$ cat config.mk
export PLATFORM = sky130hd
export DESIGN_NAME = phy_rx_deframer
export DESIGN_NICKNAME = d
export VERILOG_FILES = /design/src/rtl/phy_rx_deframer.sv
export SDC_FILE = /design/constraint.sdc
export NUM_CORES = 1
export LEC_CHECK = 0
export CORE_MARGIN = 5
export CORE_UTILIZATION = 45
export CTS_CLUSTER_SIZE = 14
export DETAILED_ROUTE_END_ITERATION = 6
export PLACE_DENSITY = 0.69
export SYNTH_ARGS = -nofsm -noshare
export SYNTH_HDL_FRONTEND = slang
export SYNTH_SLANG_ARGS = --single-unit
$ cat constraint.sdc
create_clock -name CLK -period 2.9 [get_ports CLK]
set_clock_uncertainty 0.15 [all_clocks]
set_input_delay 0.58 -clock CLK [delete_from_list [all_inputs] [get_ports CLK]]
set_output_delay 0.58 -clock CLK [all_outputs]
set_load 0.01 [all_outputs]
$ cat src/rtl/phy_rx_deframer.sv
// Receive-side deframer: splits the K/D symbol stream into TLP/DLLP payload bytes and ordered sets.
// Define PHY_RX_LEN_CHECK_EN to abort TLPs longer than MAX_TLP_LEN bytes.
module phy_rx_deframer #(
    parameter int MAX_TLP_LEN = 64,
    parameter int DLLP_LEN    = 6
) (
    input  logic       CLK,
    input  logic       RESET,
    input  logic [7:0] RX_DATA,
    input  logic       RX_K,
    output logic [7:0] DATA_OUT,
    output logic       DATA_VALID,
    output logic       PKT_TYPE,
    output logic       PKT_START,
    output logic       PKT_END,
    output logic       PKT_NULL,
    output logic       OS_VALID,
    output logic [1:0] OS_TYPE,
    output logic       ERROR_DLL
);

    localparam int CW = $clog2(MAX_TLP_LEN + 1);
    localparam logic [CW-1:0] MAX_CNT  = CW'(MAX_TLP_LEN);
    localparam logic [CW-1:0] DLLP_CNT = CW'(DLLP_LEN);

`ifdef PHY_RX_LEN_CHECK_EN
    localparam logic LEN_CHECK = 1'b1;
`else
    localparam logic LEN_CHECK = 1'b0;
`endif

    typedef enum logic [1:0] {S_IDLE, S_TLP, S_DLLP, S_OS} state_t;

    state_t          r_state;
    logic [CW-1:0]   r_cnt;
    logic [1:0]      r_os_cnt;
    logic [1:0]      r_os_sym;
    logic [7:0]      r_data_out;
    logic            r_data_valid;
    logic            r_pkt_type;
    logic            r_pkt_start;
    logic            r_pkt_end;
    logic            r_pkt_null;
    logic            r_os_valid;
    logic [1:0]      r_os_type;
    logic            r_error;

    logic            w_is_stp;
    logic            w_is_sdp;
    logic            w_is_end;
    logic            w_is_edb;
    logic            w_is_com;
    logic            w_is_start;
    logic [1:0]      w_os_code;
    logic            w_is_os;
    logic            w_len_abort;
    state_t          w_start_state;

    assign w_is_stp   = RX_K && (RX_DATA == 8'hFB);
    assign w_is_sdp   = RX_K && (RX_DATA == 8'h5C);
    assign w_is_end   = RX_K && (RX_DATA == 8'hFD);
    assign w_is_edb   = RX_K && (RX_DATA == 8'hFE);
    assign w_is_com   = RX_K && (RX_DATA == 8'hBC);
    assign w_is_start = w_is_stp || w_is_sdp || w_is_com;
    assign w_is_os    = (w_os_code != 2'b00);
    assign w_len_abort = LEN_CHECK && (r_state == S_TLP) && (r_cnt == MAX_CNT);

    always_comb begin
        w_os_code = 2'b00;
        if (RX_K) begin
            case (RX_DATA)
                8'h1C:   w_os_code = 2'b01;
                8'h7C:   w_os_code = 2'b10;
                8'h3C:   w_os_code = 2'b11;
                default: w_os_code = 2'b00;
            endcase
        end
    end

    always_comb begin
        w_start_state = S_IDLE;
        if (w_is_stp)      w_start_state = S_TLP;
        else if (w_is_sdp) w_start_state = S_DLLP;
        else if (w_is_com) w_start_state = S_OS;
    end

    always_ff @(posedge CLK or posedge RESET) begin
        if (RESET) begin
            r_state      <= S_IDLE;
            r_cnt        <= '0;
            r_os_cnt     <= 2'd0;
            r_os_sym     <= 2'b00;
            r_data_out   <= 8'h00;
            r_data_valid <= 1'b0;
            r_pkt_type   <= 1'b0;
            r_pkt_start  <= 1'b0;
            r_pkt_end    <= 1'b0;
            r_pkt_null   <= 1'b0;
            r_os_valid   <= 1'b0;
            r_os_type    <= 2'b00;
            r_error      <= 1'b0;
        end else begin
            r_data_valid <= 1'b0;
            r_pkt_start  <= 1'b0;
            r_pkt_end    <= 1'b0;
            r_pkt_null   <= 1'b0;
            r_os_valid   <= 1'b0;
            r_error      <= 1'b0;
            case (r_state)
                S_IDLE: begin
                    if (w_is_start) begin
                        r_state  <= w_start_state;
                        r_cnt    <= '0;
                        r_os_cnt <= 2'd0;
                    end else if (RX_K) begin
                        r_error <= 1'b1;
                    end
                end
                S_TLP, S_DLLP: begin
                    if (!RX_K) begin
                        if (w_len_abort) begin
                            r_error <= 1'b1;
                            r_state <= S_IDLE;
                        end else begin
                            r_data_out   <= RX_DATA;
                            r_data_valid <= 1'b1;
                            r_pkt_type   <= (r_state == S_DLLP);
                            r_pkt_start  <= (r_cnt == '0);
                            // Saturate so long TLPs keep flowing when the length check is off
                            if (r_cnt != MAX_CNT)
                                r_cnt <= r_cnt + 1'b1;
                        end
                    end else if (w_is_end) begin
                        r_state    <= S_IDLE;
                        r_pkt_type <= (r_state == S_DLLP);
                        if ((r_state == S_TLP) ? (r_cnt != '0) : (r_cnt == DLLP_CNT))
                            r_pkt_end <= 1'b1;
                        else
                            r_error <= 1'b1;
                    end else if (w_is_edb) begin
                        r_state <= S_IDLE;
                        if (r_state == S_TLP)
                            r_pkt_null <= 1'b1;
                        else
                            r_error <= 1'b1;
                    end else begin
                        // Aborted packet; a start symbol opens the next one immediately
                        r_error  <= 1'b1;
                        r_state  <= w_start_state;
                        r_cnt    <= '0;
                        r_os_cnt <= 2'd0;
                    end
                end
                S_OS: begin
                    if (w_is_com) begin
                        r_os_cnt <= 2'd0;
                    end else if (w_is_os && (r_os_cnt == 2'd0 || w_os_code == r_os_sym)) begin
                        r_os_sym <= w_os_code;
                        if (r_os_cnt == 2'd2) begin
                            r_os_valid <= 1'b1;
                            r_os_type  <= w_os_code;
                            r_state    <= S_IDLE;
                        end else begin
                            r_os_cnt <= r_os_cnt + 2'd1;
                        end
                    end else begin
                        r_error <= 1'b1;
                        r_state <= S_IDLE;
                    end
                end
                default: r_state <= S_IDLE;
            endcase
        end
    end

    assign DATA_OUT   = r_data_out;
    assign DATA_VALID = r_data_valid;
    assign PKT_TYPE   = r_pkt_type;
    assign PKT_START  = r_pkt_start;
    assign PKT_END    = r_pkt_end;
    assign PKT_NULL   = r_pkt_null;
    assign OS_VALID   = r_os_valid;
    assign OS_TYPE    = r_os_type;
    assign ERROR_DLL  = r_error;

endmodule
==> results.md, run 1 <==
- Worst slack at placement: -0.0573 ns
- Unique masters post-synth: 48
- Die area: around 5300 µm²
- Total GRT Usage: 17.0%
- Leading area contributor after synthesis: dfrtp_1
- Root buf cell: clkbuf_8
- Drt total wl: approximately 4000 µm
- Sequential area share after synthesis: between 40 and 50%
- Global-route wire length before repair: about 7100 µm
- Vias in the first global route: approximately 1600
- Yosys top cell area share: a little over two fifths
- Met2 Usage GRT: a little over a quarter
- Mapped Cells: roughly 190
- Area Overhead vs Synth: 29.4%
- Kind of critical path: in2reg
- Final WS setup: ~0.23 ns
- Most used DFF post-synth: dfrtp_1
- H-Tree Depth: 2
- Vias per std cell: between 5 and 6
- Relative slew slack: between 60 and 70%
- Rows: 22
- Post-synth EDFFs: 0
- Pleak: 1.03 nW
- Delay-heaviest family, CP: simple AND/OR/NAND/NOR gates
- Comb power frac: a little under a tenth
- Quantity of hold-fixing buffers added after cts: 0
- Worst path required time: approximately 3.0 ns
- Period minus WS final: ~2.7 ns
- Clk pin slew, worst setup/hold paths: around 0.060 ns
- Max VDD drop: roughly 300 µV
- I/O pin cnt: 28
- Port buffer count: 27
- FMAX: around 380 MHz
- Min-Delay Path Class: reg2reg
- List of most frequent post-synthesis cells: dfrtp_1, nand2_1, inv_1, ha_1, a21oi_1
- CP max stage cell: or4b_2
- Worst-margin pin slew: between 0.4 and 0.5 ns
- Share of layout cells above drive strength 1: 14.5%
- Final-report hold violation count: 0
- Pwr/cell area: around 380 nW/µm²
- R2R Setup Slk: 0.35 ns
- Gr ovfl total: 0
- Area contributors post-synth: dfrtp_1, ha_1, nand2_1
- CP peak stage delay: between 0.6 and 0.7 ns
- Pre-antenna DRT Iters: 4
- CP Launch Type: primary input
- DRC violations left: 0
- Final std cells w/o fill: about 280
- Total core area: approximately 3700 µm²
- Syn Std Cell Area: 1770 µm²
- Yosys warns: 0
- Die width: 72.7 µm
- Cell repeated most along the worst path: and4_1
- Largest net degree at the start of global routing: 31
- CTS tree: built
- Setup bufs post-CTS: 0
- Asr flop ratio synth: between 90% and 100%
- RSZ-0062 raised after global routing: false
- Met1 Track Usage GR: 22.3%
- Sequential Power Share: between 50% and 60%
- Hpwl dp: about 3100 µm
- Avg WL per Cell: roughly 14 µm
- Routed Antenna Nets: 0
- DP Area: 2200 µm²
- CP endpoint kind: register
- Starting DRT DRC Count: 49
- Max cap viols: 0
- CTS Sinks: 30
- GR met3 Demand/Resource: roughly 4.7%
- Synthesized flop and latch total: 30
- Total CTS buffers: 5
- Internal power: 0.657 mW
- Crit path max fanout: 6
- Final Cycle Share: approximately nine tenths
- NetSw: 0.203 mW
- Post-synth net total: 210
- Status: completed
- Antenna cells: 0
- Initial Util: 47.3%
- Post-CTS sizing: 0
- Setup violations, final: 0
- Initial antenna violation count: 0
- Post-Layout Inst Area: 2290 µm²
- Slew Viols, Final: 0
- Vias after detailed routing: 1535
- Layout Nets: ~260
- CP bufs+invs: 1
- Height of the die: between 70 and 80 µm
- Arr. time, crit path: 2.72 ns
- Clock Path Buffers: 2
- Clock group share of total power: roughly two fifths
- Gr busiest metal: met2
- Avg Cell Area, Syn: 9.36 µm²
- Clk Latency, worst-skew pair: 0.28 ns
- Global placement routability congestion: between 0.8 and 0.9
- Worst path cell trace: clkdlybuf4s50_1 -> and4_1 -> and4_1 -> or4b_2 -> or3_1 -> a21oi_1
- Dpl cells: approximately 280
- Sw Ratio: 23.6%
==> routing by layer <==
layer	share of wire [%]	wire, µm	vias up
met5	0	0	-
met3	6.5	257	8
met4	1.4	55	0
met2	45	1800	47
met1	47	1860	719
li1	-	-	761
==> placed cells by master (no fill, tap or decap), types with 6 or more instances in the layout <==
| master | synthesis | final |
|---|---|---|
| a21oi_1 | 7 | 7 |
| buf_4 | 0 | 18 |
| clkbuf_8 | 0 | 6 |
| clkdlybuf4s50_1 | 0 | 27 |
| dfrtp_1 | 30 | 30 |
| ha_1 | 10 | 10 |
| inv_1 | 15 | 15 |
| nand2_1 | 30 | 30 |
| nand3_1 | 6 | 6 |
| o21ai_0 | 6 | 6 |
==> registers in the layout, summed over array words and instances (netlist names) <==
| name | cells |
|---|---|
| r_cnt | 7 |
| r_os_sym | 2 |
| ERROR_DLL | 1 |
| PKT_START | 1 |
| OS_TYPE | 2 |
| PKT_NULL | 1 |
| DATA_OUT | 8 |
| PKT_TYPE | 1 |
| r_state | 2 |
| OS_VALID | 1 |
| DATA_VALID | 1 |
| PKT_END | 1 |
| r_os_cnt | 2 |
==> final cells by class <==
type / count / area [µm²]
inverters: 15 / 56.3
clock buffers: 7 / 86.3
well taps: 48 / 60.1
clock inverters: 1 / 5.00
multi-input cells: 137 / 926
fillers: 340 / 1450
flip-flops and latches: 30 / 751
repair buffers: 45 / 405
==> through the flow <==
stage               hold slack (ns)  power [mW]  TNS (ns)  util (%)
global placement              0.312       0.522   -0.0124      58.7
global route                  0.366       0.904         0      61.2
floorplan                     0.319       0.477         0         -
CTS                           0.338       0.868         0      61.2
detailed placement            0.317       0.525   -0.0875      58.7
finish                        0.334       0.861         0      61.2
==> logic make-up after synthesis <==
family	count (synthesis)	synth area share, %
compound gates	36	13.9
xor+xnor	2	0.990
fa+ha+maj	10	7.07
buf+inv	22	5.23
flops	30	42.4
mux	7	4.17
simple gates	82	26.2
==> tightest hold or removal path: stages (launching register included) <==
cell and delay (ns):
dfrtp_1 0.35, nand2_1 0.05, nand2_1 0.06
==> power by group through the flow <==
stage          Sequential, mW  Combinational (mW)  Clock (mW)
2_1_floorplan           0.441              0.0353           0
3_3_place_gp            0.441              0.0815           0
3_5_place_dp            0.441              0.0838           0
4_1_cts                 0.434              0.0841       0.350
5_1_grt                 0.435              0.0930       0.376
6_report                0.434              0.0830       0.344
==> path summary, 6_finish.rpt <==
check / start / cells past startpoint / to
max: RX_DATA[7] / 6 / r_cnt[6]
min: DATA_OUT[6] / 2 / DATA_OUT[6]
max reg2reg: r_state[0] / 7 / r_cnt[6]
min reg2reg: DATA_OUT[6] / 2 / DATA_OUT[6]
max in group asynchronous: RESET / 3 / PKT_NULL
min in group asynchronous: RESET / 3 / DATA_OUT[2]
Power figures use the tool's default switching activity.
==> inputs of run 2 (changes only) <==
- CAP_MARGIN: unset -> 15
- DONT_BUFFER_PORTS: unset -> 1
- PLACE_DENSITY: 0.69 -> unset
==> results.md, run 2 (synthesized netlist as in run 1, its figures left out) <==
- Status: completed
- Max FFs per register: 8
- Crit path max fanout: 6
- Arr. time, crit path: 2.63 ns
- WP depth: 7
- R2R Setup Slk: about 0.33 ns
- Initial antenna violation count: 0
- Die width: 72.7 µm
- Tot Pwr: just under 0.8 mW
- Worst r2r dst: r_cnt[6]
- Total core area: ~3700 µm²
- Gr ovfl total: 0
- H-Tree Depth: 2
- RR Startpoint: r_state[0]
- RSZ-0062 raised after global routing: false
- Total CTS buffers: 5
- Kind of critical path: reg2reg
- Initial Util: between 40% and 50%
- Crit path from: r_state[0]
- Hold_ws: between 0.1 and 0.15 ns
- Global-route wire length before repair: roughly 6400 µm
- Routed Antenna Nets: 0
- Post-CTS sizing: 0
- CP max stage cell: or4b_2
- Final Cycle Share: 88.7%
- Slew Viols, Final: 0
- Area Overhead vs Synth: 7.35%
- Starting DRT DRC Count: 77
- Port buffer count: 0
- CP endpoint kind: register
- Antenna cells: 0
- FMAX: 389 MHz
- Vias per std cell: 5.67
- CTS tree: built
- Height of the die: around 73 µm
- Quantity of hold-fixing buffers added after cts: 0
- Die area: 5290 µm²
- Setup TNS: 0 ns
- Rows: 22
- Period minus WS final: approximately 2.6 ns
- Delay-heaviest family, CP: simple AND/OR/NAND/NOR gates
- Vias in the first global route: between 1000 and 1500
- Reg2Reg Depth: 7
- Max cap viols: 0
- Largest net degree at the start of global routing: 31
- I/O pin cnt: 28
- Pre-antenna DRT Iters: 4
- Share of layout cells above drive strength 1: under 10%
- Relative slew slack: 66.8%
- Vias after detailed routing: 1366
- Pleak: about 0.86 nW
- CTS Sinks: 30
- Clk Latency, worst-skew pair: 0.28 ns
- Final-report hold violation count: 0
- Clk pin slew, worst setup/hold paths: roughly 0.060 ns
- Max VDD drop: roughly 210 µV
- Setup violations, final: 0
- Highest-count cells in the layout ignoring fill and taps: dfrtp_1, nand2_1, inv_1
- CP Launch Type: register
- FILL cells: 380
- Global placement routability congestion: 0.869
- DRC violations left: 0
- Min-Delay Path Class: in2async
- Root buf cell: clkbuf_8
- Total GRT Usage: 15.7%
- Avg WL per Cell: about 15 µm
- CP bufs+invs: 1
- Pwr/cell area: 413 nW/µm²
- Worst-margin pin slew: slightly below 0.5 ns
- Drt total wl: around 3700 µm
- Clock Path Buffers: 2
- Layout Nets: around 210
- Hpwl dp: 2820 µm
- Worst path cell trace: inv_1 -> ha_1 -> and2_1 -> and4_1 -> or4b_2 -> or3_1 -> a21oi_1
- CP peak stage delay: slightly below 0.7 ns
- Worst path required time: 2.96 ns
- Setup bufs post-CTS: 0
==> run 2: changes by cell type in the layout (fill, tap and decap cells not counted) <==
cell,before,now
clkdlybuf4s50_1,27,0
buf_4,18,4
clkbuf_1,1,2
clkbuf_8,6,5
clkinv_2,1,0
==> run 2: routing by layer <==
metal	GRT usage, %	vias to the layer above	share of wire (%)
met1	22.1	636	48
met3	6.61	6	9.0
met2	21.2	45	41
met4	5.94	0	1.4
li1	-	679	-
met5	0	-	0
==> run 2: worst max path at each step <==
stage                     endpoint  slack, ns
after floorplan           r_cnt[4]       0.35
final                     r_cnt[6]       0.33
after global placement    r_cnt[6]       0.42
after CTS                 r_cnt[6]       0.33
after global routing      r_cnt[6]       0.21
after detailed placement  r_cnt[6]       0.34
==> run 2: final cells by class <==
class	instances	area, µm²	share of cell area [%]
Tap cell	48	60.1	3.16
Sequential cell	30	751	39.5
Inverter	15	56.3	2.96
Multi-Input combinational cell	137	926	48.7
Timing Repair Buffer	4	30.0	1.58
Clock buffer	7	76.3	4.02
==> run 2: per-stage QoR <==
step / instance area [µm²] / cells / setup slack (ns) / util, %
floorplan: 1770 / 189 / 0.345 / -
global placement: 1820 / 234 / 0.418 / 48.7
detailed placement: 1820 / 234 / 0.337 / 48.7
CTS: 1900 / 241 / 0.330 / 50.7
global route: 1900 / 241 / 0.209 / 50.7
finish: 1900 / 241 / 0.328 / 50.7
==> run 2: report_power, final <==
part | internal (mW) | switching (mW)
logic | 0.0149 | 0.0258
clock network | 0.165 | 0.142
registers | 0.426 | 0.0105
==> inputs of run 3 (changes only) <==
- clock period: 2.9 -> 3 ns (I/O delays scaled with it)
==> results.md, run 3 (synthesized netlist as in run 1, its figures left out) <==
- Status: completed
- Quantity of hold-fixing buffers added after cts: 0
- Slew Viols, Final: 0
- RR Startpoint: r_state[0]
- Reg2Reg Depth: 7
- Layout Nets: ~210
- CP Launch Type: register
- Arr. time, crit path: approximately 2.6 ns
- Routed Antenna Nets: 0
- FILL cells: 379
- Port buffer count: 0
- Root buf cell: clkbuf_8
- Global-route wire length before repair: 6530 µm
- Total CTS buffers: 5
- CTS tree: built
- I/O pin cnt: 28
- Pwr/cell area: 417 nW/µm²
- Clk pin slew, worst setup/hold paths: ~0.06 ns
- CP endpoint kind: register
- Setup TNS: 0 ns
- Drt total wl: approximately 3800 µm
- Highest-count cells in the layout ignoring fill and taps: dfrtp_1, nand2_1, inv_1
- CTS Sinks: 30
- Avg WL per Cell: 15.7 µm
- Setup violations, final: 0
- RSZ-0062 raised after global routing: false
- Share of layout cells above drive strength 1: 9.38%
- Starting DRT DRC Count: 66
- Die width: 72.7 µm
- Tot Pwr: about 0.79 mW
- Kind of critical path: reg2reg
- Crit path max fanout: 6
- Pre-antenna DRT Iters: 4
- Max FFs per register: 8
- Area Overhead vs Synth: 7.35%
- H-Tree Depth: 2
- FMAX: 387 MHz
- Clock Path Buffers: 2
- Final Cycle Share: about 86%
- Post-CTS sizing: 0
- CP max stage cell: or4b_2
- Height of the die: 72.7 µm
- Sequential cell area: 751 µm²
- Largest net degree at the start of global routing: 31
- Relative slew slack: roughly two thirds
- Min-Delay Path Class: in2async
- Max VDD drop: between 200 and 250 µV
- Worst path required time: approximately 3.1 ns
- Gr ovfl total: 0
- Rows: 22
- Total GRT Usage: roughly 16%
- Worst-margin pin slew: slightly below 0.5 ns
- Pleak: between 0.8 and 0.9 nW
- Area of the multi-input gates: 926 µm²
- Worst r2r dst: r_cnt[6]
- R2R Setup Slk: between 0.4 and 0.5 ns
- DRC violations left: 0
- Final-report hold violation count: 0
- Antenna cells: 0
- Clk Latency, worst-skew pair: around 0.28 ns
- Initial Util: a little under half
- Vias per std cell: ~5.7
- Max cap viols: 0
- Worst path cell trace: inv_1 -> ha_1 -> and2_1 -> and4_1 -> or4b_2 -> or3_1 -> a21oi_1
- Vias in the first global route: 1377
- Setup bufs post-CTS: 0
- Global placement routability congestion: 0.841
- CP peak stage delay: a little under 0.7 ns
- Initial antenna violation count: 0
- Die area: 5290 µm²
- Hpwl dp: roughly 2800 µm
- Period minus WS final: roughly 2.6 ns
- Vias after detailed routing: between 1000 and 1500
- Total core area: ~3700 µm²
-- run 3: critical path: cells and delay by family, from the launching register on --
| family | cells | cell delay, ns |
|---|---|---|
| flip-flops | 1 | 0.39 |
| adder cells (fa/ha/maj) | 1 | 0.31 |
| buffers and inverters | 1 | 0.11 |
| AO/OA/AOI/OAI | 1 | 0.14 |
| AND/OR/NAND/NOR | 4 | 1.40 |
-- run 3: worst max path at each step --
stage,from,endpoint,slack (ns)
global route,r_state[0],r_cnt[1],0.27
CTS,r_state[0],r_cnt[6],0.43
finish,r_state[0],r_cnt[6],0.42
detailed placement,RX_DATA[1],r_state[0],0.39
floorplan,RX_DATA[6],r_cnt[4],0.43
global placement,RX_DATA[1],r_os_cnt[0],0.43
-- run 3: final cells by class --
cell class	instances	share of cell area, %
multi-input combinational	137	48.7
sequential	30	39.5
clock buffer	7	4.55
tap	48	3.16
inverter	15	2.96
timing repair buffer	2	0.791
clock inverter	1	0.264
-- run 3: power breakdown --
part,leakage (nW),switching [mW],internal (mW),total (mW)
combinational,0.397,0.0244,0.0143,0.0387
sequential,0.413,0.0103,0.412,0.422
clock,0.0482,0.147,0.185,0.331
-- run 3: stage by stage --
step	std cells	utilization [%]	area [µm²]	hold WS (ns)	worst slack, ns
2_1_floorplan	189	-	1770	0.319	0.425
5_1_grt	240	50.7	1900	0.166	0.273
3_3_place_gp	232	48.3	1810	0.335	0.431
4_1_cts	240	50.7	1900	0.129	0.434
6_report	240	50.7	1900	0.125	0.416
3_5_place_dp	232	48.3	1810	0.347	0.392
-- run 3: metal layers --
layer | routed length (µm) | up-vias | GRT usage (%)
li1 | - | 670 | -
met1 | 1790 | 650 | 21.3
met2 | 1560 | 47 | 22.3
met3 | 343 | 6 | 7.44
met4 | 65 | 0 | 6.56
met5 | 0 | - | 0
